**config.mk**
```make
export PLATFORM = sky130hd
export DESIGN_NAME = btn_debounce
export DESIGN_NICKNAME = d
export VERILOG_FILES = /design/src/rtl/btn_pkg.sv /design/src/rtl/sync_2ff.sv /design/src/rtl/btn_debounce.sv
export SDC_FILE = /design/constraint.sdc
export NUM_CORES = 1
export LEC_CHECK = 0
export ABC_AREA = 1
export BUFFER_PORTS_ARGS = -buffer_cell sky130_fd_sc_hd__clkbuf_2
export CORE_MARGIN = 5
export CORE_UTILIZATION = 39
export DETAILED_ROUTE_END_ITERATION = 10
export HOLD_SLACK_MARGIN = 0.15
export PLACE_DENSITY_LB_ADDON = 0.08
export SYNTH_ARGS = -nofsm -noshare
export SYNTH_HDL_FRONTEND = slang
export SYNTH_HIERARCHICAL = 1
export SYNTH_SLANG_ARGS = --single-unit
```
**constraint.sdc**
```tcl
create_clock -name clk -period 1.55 [get_ports clk]
set_input_delay 0.0775 -clock clk [delete_from_list [all_inputs] [get_ports clk]]
set_output_delay 0.0775 -clock clk [all_outputs]
set_load 0.01 [all_outputs]
```
**src/rtl/btn_pkg.sv**
```systemverilog
// ---------------------------------------------------------------------------
// btn_pkg
//   Shared types and constants for the push-button conditioning blocks.
//   - btn_state_e : debounce FSM state encoding
//   - PRESS_CNT_W : width of the wrapping accepted-press counter
// ---------------------------------------------------------------------------
package btn_pkg;

    typedef enum logic [1:0] {
        IDLE         = 2'd0,
        PRESS_WAIT   = 2'd1,
        PRESSED      = 2'd2,
        RELEASE_WAIT = 2'd3
    } btn_state_e;

    localparam int unsigned PRESS_CNT_W = 8;

    // Counter width for a modulus, never narrower than one bit.
    function automatic int unsigned cnt_width(input int unsigned modulus);
        return (modulus > 1) ? $clog2(modulus) : 1;
    endfunction

endpackage : btn_pkg

```
**src/rtl/sync_2ff.sv**
```systemverilog
// ---------------------------------------------------------------------------
// sync_2ff
//   Generic two-flop synchronizer for quasi-static or slow asynchronous
//   inputs. Both stages reset to RESET_VAL so the synchronized output holds
//   the "inactive" value until real samples have propagated.
//
// Ports
//   clk    : destination clock
//   rst_n  : asynchronous active-low reset
//   d      : asynchronous input
//   q      : synchronized output (two clk edges of latency)
// ---------------------------------------------------------------------------
module sync_2ff #(
    parameter int unsigned       WIDTH     = 1,
    parameter logic [WIDTH-1:0]  RESET_VAL = '0
) (
    input  logic             clk,
    input  logic             rst_n,
    input  logic [WIDTH-1:0] d,
    output logic [WIDTH-1:0] q
);

    logic [WIDTH-1:0] meta_q;
    logic [WIDTH-1:0] sync_q;

    always_ff @(posedge clk or negedge rst_n) begin
        if (!rst_n) begin
            meta_q <= RESET_VAL;
            sync_q <= RESET_VAL;
        end else begin
            meta_q <= d;
            sync_q <= meta_q;
        end
    end

    assign q = sync_q;

endmodule : sync_2ff

```
**src/rtl/btn_debounce.sv**
```systemverilog
// ---------------------------------------------------------------------------
// btn_debounce
//   Conditions one active-low mechanical push-button into a clean debounced
//   level plus single-cycle press / release / long-press strobes and a
//   wrapping count of accepted presses.
//
// Parameters
//   DEBOUNCE_COUNT : stable cycles needed to accept a press or release (>= 1)
//   LONG_COUNT     : cycles held in PRESSED before long_pulse (> DEBOUNCE_COUNT)
//
// Ports
//   clk           : system clock
//   rst_n         : asynchronous active-low reset
//   btn_n         : raw button, asynchronous, low = pressed
//   btn_level     : debounced level, 1 = pressed
//   press_pulse   : one-cycle strobe per accepted press
//   release_pulse : one-cycle strobe per accepted release
//   long_pulse    : one-cycle strobe, at most once per press
//   press_cnt     : wrapping count of accepted presses
// ---------------------------------------------------------------------------
module btn_debounce
    import btn_pkg::*;
#(
    parameter int unsigned DEBOUNCE_COUNT = 1000000,
    parameter int unsigned LONG_COUNT     = 50000000
) (
    input  logic                   clk,
    input  logic                   rst_n,
    input  logic                   btn_n,
    output logic                   btn_level,
    output logic                   press_pulse,
    output logic                   release_pulse,
    output logic                   long_pulse,
    output logic [PRESS_CNT_W-1:0] press_cnt
);

    localparam int unsigned DW = cnt_width(DEBOUNCE_COUNT);
    localparam int unsigned LW = cnt_width(LONG_COUNT);

    localparam logic [DW-1:0] DCNT_LAST = DW'(DEBOUNCE_COUNT - 1);
    localparam logic [LW-1:0] LCNT_LAST = LW'(LONG_COUNT - 1);

    // ------------------------------------------------------------------
    // Synchronizer: reset to released so nothing is seen during reset.
    // ------------------------------------------------------------------
    logic btn_s;

    sync_2ff #(
        .WIDTH     (1),
        .RESET_VAL (1'b1)
    ) u_sync (
        .clk   (clk),
        .rst_n (rst_n),
        .d     (btn_n),
        .q     (btn_s)
    );

    // ------------------------------------------------------------------
    // Registered state
    // ------------------------------------------------------------------
    btn_state_e             state_q,     state_d;
    logic [DW-1:0]          dcnt_q,      dcnt_d;
    logic [LW-1:0]          lcnt_q,      lcnt_d;
    logic                   long_done_q, long_done_d;
    logic                   level_q,     level_d;
    logic                   press_q,     press_d;
    logic                   release_q,   release_d;
    logic                   long_q,      long_d;
    logic [PRESS_CNT_W-1:0] cnt_q,       cnt_d;

    // ------------------------------------------------------------------
    // Next-state and counter logic
    // ------------------------------------------------------------------
    always_comb begin
        state_d     = state_q;
        dcnt_d      = dcnt_q;
        lcnt_d      = lcnt_q;
        long_done_d = long_done_q;
        level_d     = level_q;
        cnt_d       = cnt_q;
        press_d     = 1'b0;
        release_d   = 1'b0;
        long_d      = 1'b0;

        unique case (state_q)
            IDLE: begin
                dcnt_d = '0;
                if (!btn_s) begin
                    state_d = PRESS_WAIT;
                end
            end

            PRESS_WAIT: begin
                if (btn_s) begin
                    // Bounce: drop back and start the stability count over.
                    state_d = IDLE;
                    dcnt_d  = '0;
                end else if (dcnt_q == DCNT_LAST) begin
                    state_d     = PRESSED;
                    press_d     = 1'b1;
                    level_d     = 1'b1;
                    cnt_d       = cnt_q + 1'b1;
                    lcnt_d      = '0;
                    long_done_d = 1'b0;
                end else begin
                    dcnt_d = dcnt_q + 1'b1;
                end
            end

            PRESSED: begin
                if (btn_s) begin
                    state_d = RELEASE_WAIT;
                    dcnt_d  = '0;
                end else if (lcnt_q == LCNT_LAST) begin
                    // lcnt parks at its last value; long_done keeps the
                    // strobe to one per press even though the compare stays
                    // true for the rest of the hold.
                    if (!long_done_q) begin
                        long_d      = 1'b1;
                        long_done_d = 1'b1;
                    end
                end else begin
                    lcnt_d = lcnt_q + 1'b1;
                end
            end

            RELEASE_WAIT: begin
                // lcnt is left untouched here so a release bounce resumes
                // the long-press timing where it stopped.
                if (!btn_s) begin
                    state_d = PRESSED;
                end else if (dcnt_q == DCNT_LAST) begin
                    state_d   = IDLE;
                    release_d = 1'b1;
                    level_d   = 1'b0;
                end else begin
                    dcnt_d = dcnt_q + 1'b1;
                end
            end

            default: begin
                state_d = IDLE;
                dcnt_d  = '0;
            end
        endcase
    end

    // ------------------------------------------------------------------
    // State, counter and output registers
    // ------------------------------------------------------------------
    always_ff @(posedge clk or negedge rst_n) begin
        if (!rst_n) begin
            state_q     <= IDLE;
            dcnt_q      <= '0;
            lcnt_q      <= '0;
            long_done_q <= 1'b0;
            level_q     <= 1'b0;
            press_q     <= 1'b0;
            release_q   <= 1'b0;
            long_q      <= 1'b0;
            cnt_q       <= '0;
        end else begin
            state_q     <= state_d;
            dcnt_q      <= dcnt_d;
            lcnt_q      <= lcnt_d;
            long_done_q <= long_done_d;
            level_q     <= level_d;
            press_q     <= press_d;
            release_q   <= release_d;
            long_q      <= long_d;
            cnt_q       <= cnt_d;
        end
    end

    assign btn_level     = level_q;
    assign press_pulse   = press_q;
    assign release_pulse = release_q;
    assign long_pulse    = long_q;
    assign press_cnt     = cnt_q;

endmodule : btn_debounce

```
==> flow_metrics.py, run 1 <==
metrics = {
    "final_layout": {
        "nFillCells": 1000,
        "utilization_pct": 56.29,
        "final_common_cell": "nand2_1",
        "nets": 772,
        "ff_latch_area_um2": 1582,
        "multiInputGateArea_um2": 2570,
        "final_cell_mix": "nand2_1, buf_4, nor2_1",
        "area_delta_synth_final_pct": 40.89,
        "diodes": 0,
        "design_area_um2": 5786,
        "drive_gt1_share_pct": 31.91,
    },
    "worst_hold_path": {
        "hold_path_class": "input pin to asynchronous set/reset pin",
    },
    "worst_setup_path": {
        "r2r_end": "dcnt_q[4]$_DFFE_PN0P_",
        "cp.arrival_ns": 1.94,
        "reg2reg_slack_ns": -0.10,
        "cp.required_ns": 1.84,
        "path_max_fanout": 4,
        "critPathLaunchType": "flip-flop",
        "r2r-start": "dcnt_q[1]$_DFFE_PN0P_",
        "worstSetupEndpointType": "flip-flop",
        "r2r_cells": 11,
        "startpoint": "dcnt_q[1]$_DFFE_PN0P_",
        "cp-endpoint": "dcnt_q[4]$_DFFE_PN0P_",
        "worstSetupPathType": "flip-flop to flip-flop",
    },
    "route": {
        "drc": 0,
        "drtIter0Drc": 284,
        "wl_per_cell_um": 13.44,
        "drtAntennaViolNets": 0,
        "viasPerCell": 4.916,
        "drt_pass1_iterations": 5,
        "vias": 4459,
        "finalWirelength_mm": 12.19,
    },
    "global_route": {
        "grt_pass1_vias": 4393,
        "grt_usage_pct": 20.09,
        "antenna_found_initial": 0,
        "grt_pass1_wl_mm": 20.37,
        "grt_max_degree": 23,
        "grt_overflow": 0,
    },
    "yosys": {
        "synth_top_family_by_area": "simple AND/OR/NAND/NOR gates",
        "synth-xor-area-share_pct": 2.773,
        "syn_nets": 640,
        "ys_ff_latch": 63,
        "synthCells": 634,
        "yosys-top-cells-area": "dfrtp_1, nand2_1, nor2_1",
        "synth_simple_gate_area_share_pct": 46.62,
        "yosysSeqAreaShare_pct": 38.45,
        "syn_area_um2": 4106,
        "synthAdderAreaFrac_pct": 0.9141,
        "syn_avg_cell_area_um2": 6.477,
        "post-synth-top-area-cell": "dfrtp_1",
        "synth_cell_types": 32,
        "netlist.area_leader.share_pct": 37.17,
        "yosysWarnings": 6,
        "synthMuxAreaShare_pct": 0,
        "synth-compound-area-share_pct": 3.809,
    },
    "place": {
        "dp_slack_ns": -0.1479,
        "finalWeightedCongestion": 0.9149,
        "port_buffers": 14,
        "post-dp-hpwl_mm": 8.898,
        "placed_area_um2": 5192,
    },
    "timing": {
        "fmax_ghz": 0.6046,
        "worst_pin_slew_ns": 0.6229,
        "hold_violations": 0,
        "worst_slack_ns": -0.1040,
        "maxSlewViolCount": 0,
        "slew_headroom_pct": 58.48,
        "rsz0062_at_grt": "true",
        "fin_crit_sh_pct": 106.7,
        "clock_skew_ns": 0.01244,
        "setup_violations": 46,
        "post-route-min-period_ns": 1.654,
    },
    "run_status": {
        "status": "finished, violations left",
        "failed_checks": "negative setup slack",
    },
    "floorplan": {
        "core-area_um2": 10280,
        "io_pins": 15,
        "num_rows": 37,
        "initial_core_util_pct": 39.96,
        "die_y_um": 112.6,
        "dieArea_um2": 12680,
        "die_x_um": 112.6,
    },
    "clock_network": {
        "cts.clk_slew.worst_paths_ns": 0.08,
        "cts_made_buffers": 9,
        "cts_buffer_depth": 2,
        "cts_root_buffer": "clkbuf_8",
        "cts_tree": "yes",
        "clock_latency_ns": 0.37,
        "numClockSinks": 63,
        "cts_max_level": 3,
    },
    "power": {
        "p_leak_nw": 2.654,
        "p_per_area_nw_per_um2": 538.3,
        "ir_drop_uv": 456.7,
    },
    "run": {
        "drv_cap": 0,
    },
}
==> timing repair <==
| item | 4_1_cts | 5_1_grt |
|---|---|---|
| gates cloned | 2 | 0 |
| pin swaps | 6 | 6 |
| gates resized for setup | 40 | 60 |
| endpoints found under the hold margin | 21 | 0 |
| hold buffers | 2 | 0 |
| setup endpoints to repair | 50 | 59 |
| buffers inserted | 1 | 5 |
==> routing by layer <==
metal  global-route usage [%]  part of all wire, %  up-vias
met5                        0                    0        -
met4                    8.894                  2.4        0
met3                    3.720                  4.0       27
met2                    34.72                   50       83
met1                    24.27                   44     2090
li1                         -                    -     2259
==> critical path, cell delays in order (launching register included) <==
cell and delay [ns]:
dfrtp_1 0.36, ha_2 0.20, nand2_2 0.06, inv_2 0.07, nand2_4 0.06, nor2_4 0.17, buf_6 0.13, nand3_4 0.09
nand2_8 0.11, buf_6 0.12, o21ai_0 0.08, a21oi_1 0.14
==> registers in the layout, summed over array words and instances (netlist names), named ones only <==
name,cells
long_pulse,1
lcnt_q,26
state_q,1
release_pulse,1
u_sync/q,1
u_sync/meta_q,1
dcnt_q,20
press_pulse,1
press_cnt,8
btn_level,1
long_done_q,1
==> report_power, final <==
group / total, mW / internal [mW] / switching [mW]
combinational: 0.136 / 0.0484 / 0.0872
sequential: 1.66 / 1.65 / 0.00438
clock: 1.32 / 0.581 / 0.743
total: 3.11 / 2.28 / 0.834
==> synthesized netlist by cell type, drive strengths merged <==
| cell type | n |
|---|---|
| ha | 3 |
| nor2 | 118 |
| nand3b | 1 |
| o21ai | 19 |
| nand2 | 246 |
| dfrtp | 61 |
| dfstp | 2 |
| xor2 | 7 |
| or2 | 1 |
| a21oi | 5 |
| nor3b | 2 |
| and3 | 1 |
| inv | 63 |
| o21bai | 4 |
| nor3 | 14 |
| clkbuf | 1 |
| nand4 | 14 |
| xnor2 | 6 |
| nand3 | 56 |
| a31oi | 1 |
| buf | 9 |
==> cell families after synthesis <==
group                    after synthesis
AND/OR/NAND/NOR                      453
buffers and inverters                 73
flip-flops                            63
AO/OA/AOI/OAI                         29
XOR/XNOR                              13
adder cells (fa/ha/maj)                3
==> worst min path at each step <==
stage | from | end | slack [ns] | cells after the start
2_1_floorplan | rst_n | asynchronous set/reset pin | -0.22 | 0
3_3_place_gp | rst_n | lcnt_q[5]$_DFFE_PN0P_ | 0.12 | 1
3_5_place_dp | rst_n | lcnt_q[5]$_DFFE_PN0P_ | 0.14 | 1
4_1_cts | rst_n | state_q[0]$_DFFE_PN0P_ | 0.27 | 2
5_1_grt | rst_n | press_cnt[3]$_DFFE_PN0P_ | 0.31 | 2
6_report | rst_n | lcnt_q[10]$_DFFE_PN0P_ | 0.26 | 2
==> final cells by class <==
class | count | share of cell area [%]
Tap cell | 136 | 2.941
Timing Repair Buffer | 129 | 18.06
Sequential cell | 63 | 27.34
Clock buffer | 9 | 2.141
Clock inverter | 7 | 0.8434
Multi-Input combinational cell | 500 | 44.42
Inverter | 63 | 4.260
==> per-stage QoR <==
stage               setup TNS [ns]  total power, mW  cells  hold WS [ns]
finish                      -2.887            3.115    907        0.2579
floorplan                        0            1.722    634       -0.2181
global route                -8.673            3.275    907        0.3113
CTS                         -1.944            3.165    902        0.2704
detailed placement          -4.190            1.811    881        0.1424
global placement            -2.774            1.808    881        0.1193
Power figures use the tool's default switching activity.
==> run 2: changes to the inputs <==
--- a/config.mk
+++ b/config.mk
@@ -9,6 +9,8 @@
 export BUFFER_PORTS_ARGS = -buffer_cell sky130_fd_sc_hd__clkbuf_2
 export CORE_MARGIN = 5
 export CORE_UTILIZATION = 39
+export CTS_BUF_LIST = sky130_fd_sc_hd__clkbuf_4
+export CTS_CLUSTER_SIZE = 8
 export DETAILED_ROUTE_END_ITERATION = 10
 export HOLD_SLACK_MARGIN = 0.15
 export PLACE_DENSITY_LB_ADDON = 0.08
==> run 2 against run 1 <==
  * The flow still finishes with violations (negative setup slack)
  * Sequential power is essentially flat
  * Wire length grew 0.53%
  * Utilization shrank 0.16 points
  * Power shrank 9.0%
  * Die area is the same
  * Non-clock buffer count shrank 1
  * Critical endpoint is now lcnt_q[6]$_DFFE_PN0P_
  * Highest routed layer unchanged
==> flow_metrics.py, run 2 (synthesis results as in run 1) <==
metrics = {
    "power": {
        "p_per_area_nw_per_um2": 491.4,
        "swShare_pct": 28.41,
        "combPwrFrac_pct": 4.9,
        "ir_drop_uv": 509.7,
        "clock_power_share_pct": 36.7,
        "p_leak_nw": 2.637,
        "switchingPower_uw": 805.6,
        "intPower_mw": 2.030,
        "seq_power_share_pct": 58.4,
    },
    "final_layout": {
        "final_cell_mix": "nand2_1, buf_4, nor2_1",
        "diodes": 0,
        "nets": 772,
        "drive_gt1_share_pct": 32.94,
        "area_delta_synth_final_pct": 40.49,
        "largest_reg_flops": 26,
        "final_common_cell": "nand2_1",
        "top_register": "lcnt_q",
        "final_cells": 907,
    },
    "route": {
        "wl_met3_um": 357,
        "drc": 0,
        "vias": 4458,
        "drt_pass1_iterations": 4,
        "drtAntennaViolNets": 0,
        "wl_per_cell_um": 13.51,
        "dr_wl_met2_mm": 6.243,
        "drt-met1-wl_mm": 5.402,
        "drtIter0Drc": 255,
        "finalWirelength_mm": 12.25,
        "viasPerCell": 4.915,
        "top_layer_used": "met4",
    },
    "worst_setup_path": {
        "cp.required_ns": 1.89,
        "worstSetupPathType": "flip-flop to flip-flop",
        "worstSetupEndpointType": "flip-flop",
        "reg2reg_slack_ns": -0.15,
        "path_max_fanout": 8,
        "r2r_end": "lcnt_q[6]$_DFFE_PN0P_",
        "r2r-start": "lcnt_q[0]$_DFFE_PN0P_",
        "critPathLaunchType": "flip-flop",
        "r2r_cells": 11,
        "cp.arrival_ns": 2.04,
    },
    "clock_network": {
        "cts_made_buffers": 9,
        "cts_root_buffer": "clkbuf_4",
        "cts_tree": "yes",
        "cts.clk_slew.worst_paths_ns": 0.13,
        "cts_max_level": 3,
        "clock_latency_ns": 0.46,
        "numClockSinks": 63,
        "cts_buffer_depth": 2,
    },
    "run": {
        "drv_cap": 0,
    },
    "place": {
        "dp_slack_ns": -0.1479,
        "dp_cells": 881,
        "post-dp-hpwl_mm": 8.898,
        "finalWeightedCongestion": 0.9149,
        "port_buffers": 14,
    },
    "global_route": {
        "grt_pass1_vias": 4447,
        "antenna_found_initial": 0,
        "grt_usage_pct": 19.98,
        "grt_max_degree": 23,
        "grt_overflow": 0,
        "grt_pass1_wl_mm": 20.44,
    },
    "timing": {
        "fmax_ghz": 0.5898,
        "maxSlewViolCount": 0,
        "worst_slack_ns": -0.1455,
        "post-route-min-period_ns": 1.695,
        "fin_tns_setup_ns": -3.447,
        "worst_pin_slew_ns": 0.6230,
        "holdWs_ns": 0.1564,
        "clock_skew_ns": 0.02227,
        "setup_violations": 48,
        "slew_headroom_pct": 58.47,
        "hold_violations": 0,
        "fin_crit_sh_pct": 109.4,
        "rsz0062_at_grt": "true",
    },
    "floorplan": {
        "die_y_um": 112.6,
        "io_pins": 15,
        "initial_core_util_pct": 39.96,
        "die_x_um": 112.6,
        "core-area_um2": 10280,
        "dieArea_um2": 12680,
        "num_rows": 37,
    },
    "worst_hold_path": {
        "hold_path_class": "input pin to asynchronous set/reset pin",
    },
    "run_status": {
        "failed_checks": "negative setup slack",
        "status": "finished, violations left",
    },
}
## run 2: how the worst max path moves through the flow
stage	cells past startpoint	to	from
3_5_place_dp	9	press_cnt[0]$_DFFE_PN0P_	dcnt_q[1]$_DFFE_PN0P_
2_1_floorplan	11	lcnt_q[20]$_DFFE_PN0P_	dcnt_q[1]$_DFFE_PN0P_
6_report	11	lcnt_q[6]$_DFFE_PN0P_	lcnt_q[0]$_DFFE_PN0P_
5_1_grt	10	lcnt_q[10]$_DFFE_PN0P_	dcnt_q[1]$_DFFE_PN0P_
3_3_place_gp	10	lcnt_q[9]$_DFFE_PN0P_	lcnt_q[0]$_DFFE_PN0P_
4_1_cts	10	lcnt_q[12]$_DFFE_PN0P_	dcnt_q[1]$_DFFE_PN0P_
## run 2: per-stage QoR
stage                     total power, mW  cell area, um^2  utilization, %
after floorplan                     1.722             4130               -
after global placement              1.808             5192           50.52
after detailed placement            1.811             5192           50.52
after CTS                           2.880             5538           53.88
after global routing                2.982             5769           56.14
final                               2.835             5769           56.14
## run 2: routing by layer
metal,track usage [%],vias to the layer above
met5,0,-
met4,9.375,0
li1,-,2259
met1,24.00,2102
met3,3.342,20
met2,34.68,77
## run 2: area by class of cell
class	count	area, um^2
flip-flops and latches	63	1582
multi-input cells	501	2616
clock inverters	7	48.80
clock buffers	9	67.56
fillers	1006	4508
repair buffers	128	1041
well taps	136	170.2
inverters	63	244.0
## run 2: what timing repair did
| action | 4_1_cts | 5_1_grt |
|---|---|---|
| endpoints found under the setup margin | 50 | 59 |
| pin swaps | 9 | 14 |
| endpoints found under the hold margin | 64 | 0 |
| hold buffers | 2 | 0 |
| cloned | 2 | 1 |
| buffers inserted | 2 | 3 |
| gates resized for setup | 47 | 64 |
## run 2: critical path: stages, from the launching register on
cell and delay (ns):
dfrtp_1 0.42, ha_4 0.18, nand2_4 0.06, nor2_4 0.09, nand2_2 0.07, nor2_4 0.14
nand2_2 0.09, nand2_4 0.11, nand2_8 0.13, buf_12 0.17, nand3_1 0.06, nand2_1 0.06
## run 2: power groups by stage
stage / clock network (mW) / logic (mW) / registers (mW)
2_1_floorplan: 0 / 0.0335 / 1.69
3_3_place_gp: 0 / 0.121 / 1.69
3_5_place_dp: 0 / 0.123 / 1.69
4_1_cts: 1.09 / 0.137 / 1.66
5_1_grt: 1.17 / 0.155 / 1.66
6_report: 1.04 / 0.140 / 1.66
